==> src/rtl/axis_fifo_pkg.sv <==
// Shared constants, data type and width helper for the axis_fifo slice.
// Latency: n/a (declarations only).
// Backpressure: n/a.
package axis_fifo_pkg;

  localparam int DATA_WIDTH_DEF = 16;
  localparam int DEPTH_DEF      = 8;

  typedef logic [DATA_WIDTH_DEF-1:0] data_t;

  // Ceiling log2 for sizing address fields from an entry count.
  function automatic int clog2(input int value);
    int r;
    r = 0;
    for (int i = 0; i < 31; i++) begin
      if ((1 << i) < value) r = i + 1;
    end
    return r;
  endfunction

endpackage

==> src/rtl/axis_fifo_if.sv <==
// Producer/consumer bundle for axis_fifo; error flags exist only with AXIS_FIFO_ERR_FLAGS_EN.
// Latency: n/a (wires only).
// Backpressure: signalled to the producer through fifo_afull; consumer watches fifo_empty.
interface axis_fifo_if import axis_fifo_pkg::*; #(
  parameter int DATA_WIDTH = DATA_WIDTH_DEF
) ();

  logic                  wr_en;
  logic [DATA_WIDTH-1:0] wr_data;
  logic                  rd_en;
  logic [DATA_WIDTH-1:0] rd_data;
  logic                  fifo_empty;
  logic                  fifo_afull;
`ifdef AXIS_FIFO_ERR_FLAGS_EN
  logic                  ovf_err;
  logic                  udf_err;

  modport master (output wr_en, wr_data, rd_en,
                  input  rd_data, fifo_empty, fifo_afull, ovf_err, udf_err);
  modport slave  (input  wr_en, wr_data, rd_en,
                  output rd_data, fifo_empty, fifo_afull, ovf_err, udf_err);
`else
  modport master (output wr_en, wr_data, rd_en,
                  input  rd_data, fifo_empty, fifo_afull);
  modport slave  (input  wr_en, wr_data, rd_en,
                  output rd_data, fifo_empty, fifo_afull);
`endif

endinterface

==> src/rtl/axis_fifo_mem.sv <==
// Simple dual-port register array: one synchronous write port, one registered read port.
// Latency: read data appears one cycle after the edge that samples rd_en.
// Backpressure: none; callers only issue accepted reads/writes.
module axis_fifo_mem import axis_fifo_pkg::*; #(
  parameter int DEPTH      = DEPTH_DEF,
  parameter int DATA_WIDTH = DATA_WIDTH_DEF,
  parameter int ADDR_W     = clog2(DEPTH)
) (
  input  logic                  clk,
  input  logic                  resetn,
  input  logic                  wr_en,
  input  logic [ADDR_W-1:0]     wr_addr,
  input  logic [DATA_WIDTH-1:0] wr_data,
  input  logic                  rd_en,
  input  logic [ADDR_W-1:0]     rd_addr,
  output logic [DATA_WIDTH-1:0] rd_data
);

  logic [DATA_WIDTH-1:0] mem_q [DEPTH];
  logic [DATA_WIDTH-1:0] rd_data_q;
  logic [DATA_WIDTH-1:0] rd_data_d;

  // Output word only moves on a read; otherwise it holds the last value.
  always_comb begin
    rd_data_d = rd_data_q;
    if (rd_en) rd_data_d = mem_q[rd_addr];
  end

  // Storage is deliberately not reset; only the read register is cleared.
  always_ff @(posedge clk) begin
    if (wr_en) mem_q[wr_addr] <= wr_data;
  end

  // Read register with synchronous active-low clear.
  always_ff @(posedge clk) begin
    if (!resetn) rd_data_q <= '0;
    else         rd_data_q <= rd_data_d;
  end

  assign rd_data = rd_data_q;

endmodule

==> src/rtl/axis_fifo.sv <==
// Single-clock FIFO: wrap-bit pointers, accept logic, empty/almost-full flags; AXIS_FIFO_ERR_FLAGS_EN adds sticky ovf/udf.
// Latency: rd_data valid the cycle after the accepting edge; flags follow pointers with no extra lag.
// Backpressure: writes dropped when full (unless a read frees a slot that edge); reads ignored when empty.
module axis_fifo import axis_fifo_pkg::*; #(
  parameter int DEPTH        = DEPTH_DEF,
  parameter int DATA_WIDTH   = DATA_WIDTH_DEF,
  parameter int AFULL_MARGIN = 1
) (
  input  logic        clk,
  input  logic        resetn,
  axis_fifo_if.slave  bus
);

  localparam int              ADDR_W   = clog2(DEPTH);
  localparam logic [ADDR_W:0] AFULL_TH = (ADDR_W+1)'(DEPTH - AFULL_MARGIN);

  logic [ADDR_W:0] wr_ptr_q, wr_ptr_d;
  logic [ADDR_W:0] rd_ptr_q, rd_ptr_d;
  logic [ADDR_W:0] count;
  logic            full, empty;
  logic            rd_acc, wr_acc;

  // Full when the addresses coincide but one pointer has lapped the other.
  always_comb begin
    full   = (wr_ptr_q[ADDR_W-1:0] == rd_ptr_q[ADDR_W-1:0]) &&
             (wr_ptr_q[ADDR_W] != rd_ptr_q[ADDR_W]);
    empty  = (wr_ptr_q == rd_ptr_q);
    count  = wr_ptr_q - rd_ptr_q;
    rd_acc = bus.rd_en && !empty;
    // A read on the same edge frees the slot, so a full FIFO can still take a write.
    wr_acc = bus.wr_en && (!full || rd_acc);
  end

  // Pointers advance on acceptance and wrap naturally modulo 2*DEPTH.
  always_comb begin
    wr_ptr_d = wr_ptr_q;
    rd_ptr_d = rd_ptr_q;
    if (wr_acc) wr_ptr_d = wr_ptr_q + 1'b1;
    if (rd_acc) rd_ptr_d = rd_ptr_q + 1'b1;
  end

  // Pointer registers; reset discards everything stored.
  always_ff @(posedge clk) begin
    if (!resetn) begin
      wr_ptr_q <= '0;
      rd_ptr_q <= '0;
    end else begin
      wr_ptr_q <= wr_ptr_d;
      rd_ptr_q <= rd_ptr_d;
    end
  end

  assign bus.fifo_empty = empty;
  assign bus.fifo_afull = (count >= AFULL_TH);

  axis_fifo_mem #(
    .DEPTH      (DEPTH),
    .DATA_WIDTH (DATA_WIDTH),
    .ADDR_W     (ADDR_W)
  ) u_mem (
    .clk     (clk),
    .resetn  (resetn),
    .wr_en   (wr_acc),
    .wr_addr (wr_ptr_q[ADDR_W-1:0]),
    .wr_data (bus.wr_data),
    .rd_en   (rd_acc),
    .rd_addr (rd_ptr_q[ADDR_W-1:0]),
    .rd_data (bus.rd_data)
  );

`ifdef AXIS_FIFO_ERR_FLAGS_EN
  logic ovf_err_q, ovf_err_d;
  logic udf_err_q, udf_err_d;

  // Sticky: a dropped write or a read against an empty FIFO latches until reset.
  always_comb begin
    ovf_err_d = ovf_err_q || (bus.wr_en && !wr_acc);
    udf_err_d = udf_err_q || (bus.rd_en && empty);
  end

  // Error flag registers, cleared only by reset.
  always_ff @(posedge clk) begin
    if (!resetn) begin
      ovf_err_q <= 1'b0;
      udf_err_q <= 1'b0;
    end else begin
      ovf_err_q <= ovf_err_d;
      udf_err_q <= udf_err_d;
    end
  end

  assign bus.ovf_err = ovf_err_q;
  assign bus.udf_err = udf_err_q;
`endif

endmodule

==> src/flat_wrapper.sv <==
// flat-port wrapper written by rule: the top's interface ports become plain ports
module axis_fifo_flat import axis_fifo_pkg::*;
#(
  parameter int DEPTH        = DEPTH_DEF,
  parameter int DATA_WIDTH   = DATA_WIDTH_DEF,
  parameter int AFULL_MARGIN = 1
)
  (clk, resetn, bus_wr_en, bus_wr_data, bus_rd_en, bus_rd_data, bus_fifo_empty, bus_fifo_afull);
  axis_fifo_if #(.DATA_WIDTH(DATA_WIDTH)) bus_i ();
  input  logic clk;
  input  logic resetn;
  input wire logic [$bits(bus_i.wr_en)-1:0] bus_wr_en;
  input wire logic [$bits(bus_i.wr_data)-1:0] bus_wr_data;
  input wire logic [$bits(bus_i.rd_en)-1:0] bus_rd_en;
  output wire logic [$bits(bus_i.rd_data)-1:0] bus_rd_data;
  output wire logic [$bits(bus_i.fifo_empty)-1:0] bus_fifo_empty;
  output wire logic [$bits(bus_i.fifo_afull)-1:0] bus_fifo_afull;
  assign bus_i.wr_en = bus_wr_en;
  assign bus_i.wr_data = bus_wr_data;
  assign bus_i.rd_en = bus_rd_en;
  assign bus_rd_data = bus_i.rd_data;
  assign bus_fifo_empty = bus_i.fifo_empty;
  assign bus_fifo_afull = bus_i.fifo_afull;
  axis_fifo #(.DEPTH(DEPTH), .DATA_WIDTH(DATA_WIDTH), .AFULL_MARGIN(AFULL_MARGIN)) u_core (.clk(clk), .resetn(resetn), .bus(bus_i));
endmodule
==> config.mk <==
export PLATFORM = sky130hd
export DESIGN_NAME = axis_fifo_flat
export DESIGN_NICKNAME = d
export VERILOG_FILES = /design/src/rtl/axis_fifo_pkg.sv /design/src/rtl/axis_fifo_if.sv /design/src/rtl/axis_fifo_mem.sv /design/src/rtl/axis_fifo.sv /design/src/flat_wrapper.sv
export SDC_FILE = /design/constraint.sdc
export NUM_CORES = 1
export LEC_CHECK = 0
export BUFFER_PORTS_ARGS = -buffer_cell sky130_fd_sc_hd__buf_2
export CAP_MARGIN = 20
export CORE_MARGIN = 4
export CORE_UTILIZATION = 64
export CTS_BUF_LIST = sky130_fd_sc_hd__clkbuf_16
export CTS_CLUSTER_SIZE = 16
export DETAILED_ROUTE_END_ITERATION = 10
export PLACE_DENSITY = 0.84
export SLEW_MARGIN = 10
export SYNTH_ARGS = -nofsm -noshare
export SYNTH_HDL_FRONTEND = slang
export SYNTH_SLANG_ARGS = --single-unit
==> constraint.sdc <==
create_clock -name clk -period 9.6 [get_ports clk]
set_input_delay 0.96 -clock clk [delete_from_list [all_inputs] [get_ports clk]]
set_output_delay 0.96 -clock clk [all_outputs]
set_load 0.01 [all_outputs]
==> flow_summary.ini <==
[synthesis]
synth.top_cell.area_share_pct = 65.36
synth-seq-cells = 152
synth_compound_area_share_pct = 3.745
synth_mux_area_share_pct = 12.43
syn_area_per_cell_sq_um = 18.15
synthTopCellsByArea = edfxtp_1 (65%), mux4_2 (12%), dfxtp_1 (8.2%)
ys_async_sr_fraction_pct = 0
yosys_warnings = 0
syn_nets = 350
syn_inst = 324
synth_edf_count = 128
ys_seq_area_share_pct = 73.53
synth.distinct_cells = 37
ys.flop_type = edfxtp_1
synth_adder_area_share_pct = 1.404
synth_top_area_cell = edfxtp_1
syn_area_sq_mm = 0.005881
synth_xor_area_share_pct = 1.319
synth_top_family_by_area = multiplexers
synthSimpleGateAreaFrac_pct = 5.702

[clock_tree]
insertion_delay_ns = 0.42
cts_resized = 0
clock_sinks = 152
clkTransAtPathRegs_ns = 0.06
root_buffer = clkbuf_16
cts_tree = done
h-tree-depth = 4
cts-buffers-inserted = 17
postCtsSetupBuffers = 0
ctsHoldBuffers = 0
clk_path_buf_depth = 2

[sta]
finalHoldViolations = 0
worst_pin_slew_ns = 0.9318
relSlewSlack_pct = 37.81
slew_violations = 0
fin_crit_ns = 4.472
min_period_over_period_pct = 46.58
tns_ns = 0
rsz0062_at_grt = false
holdWs_ns = 0.4750
clock_skew_ns = 0.01445
setup_viol = 0
fmax_mhz = 223.6

[global_route]
grt_overflow = 0
grt_pass1_vias = 3222
antenna_found_initial = 1
grt_max_degree = 36
grt_pass1_wl_um = 18360
track_usage_pct = 23.03

[critical_path]
worstSetupStartpoint = u_core.rd_ptr_q[1]$_SDFFE_PN0P_
r2r-end = u_core.u_mem.mem_q[5][4]$_DFFE_PP_
cp.depth = 7
cp-start-kind = register
crit_path_end_kind = output port
path_cells = clkinv_1 -> ha_1 -> nor2b_1 -> o21ai_0 -> a21oi_1 -> nand3b_1 -> buf_2
r2r_cells = 7
crit_slowest_cell = dfxtp_1
critical_path_class = register to output port
cp_top_family = buffers and inverters
critPathRequiredTime_ns = 8.64
cp_max_fo = 20
crit_arrival_ns = 3.51
slowest_delay_ns = 0.92
reg2reg_slack_ns = 5.15
rr_startpoint = u_core.rd_ptr_q[1]$_SDFFE_PN0P_
path_buf_inv = 2

[pwr]
p_sw_uw = 398.3
netSwitchingFraction_pct = 24.20
leakage_uw = 0.002410
power_density_mw_per_mm2 = 240.8
internal-power_uw = 1247
ir_drop_v = 0.0002315
clkPwrFrac_pct = 41.3
power_frac_seq_pct = 46.3
power_frac_comb_pct = 12.3

[cells_and_area]
layout_commonest_cell = edfxtp_1
nets = 403
syn2layout_area_growth_pct = 16.23
n_fill_cell = 464
most-common-layout-cells = edfxtp_1 (128), nand2_1 (51), buf_2 (37), mux4_2 (32), dfxtp_1 (23)
drive_gt1_share_pct = 31.54
register_area_sq_mm = 0.004325
multi_input_area_sq_mm = 0.001473

[detailed_routing]
routed_wl_um = 11810
drc_errors = 0
routed_via_density = 6.355
num_vias = 3171
postRouteAntennaNets = 0
first_pass_iters = 5
dr.first_iter.drc_count = 250
wire_per_inst_um = 23.67

[job]
cap_violations = 0

[status]
status = completed

[placed_design]
dp_hpwl_um = 6621
gp_congestion = 0.7928
io_buffers = 37

[die]
initial_core_util_pct = 66.46
coreArea_sq_mm = 0.008848
fp.dieH_um = 103.9
num_rows = 34
die_w_um = 103.9
die_area_sq_mm = 0.01079
ios = 38

[min_path]
hp-class = register to register
worstHoldStart = u_core.u_mem.rd_data[1]$_SDFFE_PN0P_
holdPathEnd = u_core.u_mem.rd_data[1]$_SDFFE_PN0P_
worstHoldPathCells = 1
-- synth_stat cells (2+ instances only) --
master / number
inv_1: 6
xor2_1: 2
nor3_1: 4
nand2_1: 51
edfxtp_1: 128
nand3_1: 4
nor2_1: 9
a21oi_1: 2
nand3b_1: 2
o21ai_0: 3
clkbuf_1: 4
a22o_1: 16
mux4_2: 32
buf_6: 2
buf_2: 4
buf_4: 3
xnor2_1: 5
ha_1: 5
dfxtp_1: 24
-- worst max-delay path by stage --
stage	to	slack, ns
5_1_grt	bus_fifo_afull	5.00
2_1_floorplan	u_core.u_mem.mem_q[0][0]$_DFFE_PP_	6.02
3_3_place_gp	u_core.u_mem.mem_q[5][1]$_DFFE_PP_	5.40
6_report	bus_fifo_afull	5.13
4_1_cts	bus_fifo_afull	5.21
3_5_place_dp	u_core.u_mem.mem_q[5][1]$_DFFE_PP_	5.31
-- cell type report --
| type | count | share of cell area (%) |
|---|---|---|
| Clock buffer | 17 | 6.224 |
| Tap cell | 108 | 1.977 |
| Multi-Input combinational cell | 151 | 21.54 |
| Clock inverter | 15 | 2.581 |
| Inverter | 7 | 0.3844 |
| Timing Repair Buffer | 48 | 3.972 |
| Antenna cell | 1 | 0.03661 |
| Sequential cell | 152 | 63.28 |
-- metrics by stage --
step	setup slack (ns)	cells	cell area [sq um]	utilization, %	power [uW]
detailed placement	5.306	464	6212	70.21	975.8
CTS	5.214	496	6814	77.01	1651
floorplan	6.017	324	5881	-	920.3
finish	5.128	499	6835	77.25	1646
global placement	5.397	464	6212	70.21	968.0
global route	5.003	499	6835	77.25	1700
-- cells by family after synthesis --
family,Yosys count
compound gates,26
mux,33
fa+ha+maj,6
buf+inv,21
xor+xnor,8
simple gates,78
flops,152
-- state kept, by name, indices dropped and copies added, names as in the netlist --
name,count
u_core.u_mem.mem_q,128
u_core.wr_ptr_q,4
u_core.u_mem.rd_data,16
u_core.rd_ptr_q,4
-- per-layer routing --
| metal | track usage [%] | share of wire, % | vias to the layer above |
|---|---|---|---|
| li1 | - | - | 1372 |
| met1 | 32.26 | 42 | 1649 |
| met2 | 35.65 | 50 | 140 |
| met3 | 6.580 | 6.8 | 10 |
| met4 | 7.407 | 0.93 | 0 |
| met5 | 0 | 0 | - |
-- power groups by stage --
stage,Sequential [uW],Clock [uW],Combinational [uW]
floorplan,774,0,146
global placement,773,0,195
detailed placement,775,0,201
CTS,762,684,205
global route,764,713,222
finish,763,680,203
No activity file was read; power rests on OpenSTA's default activity.
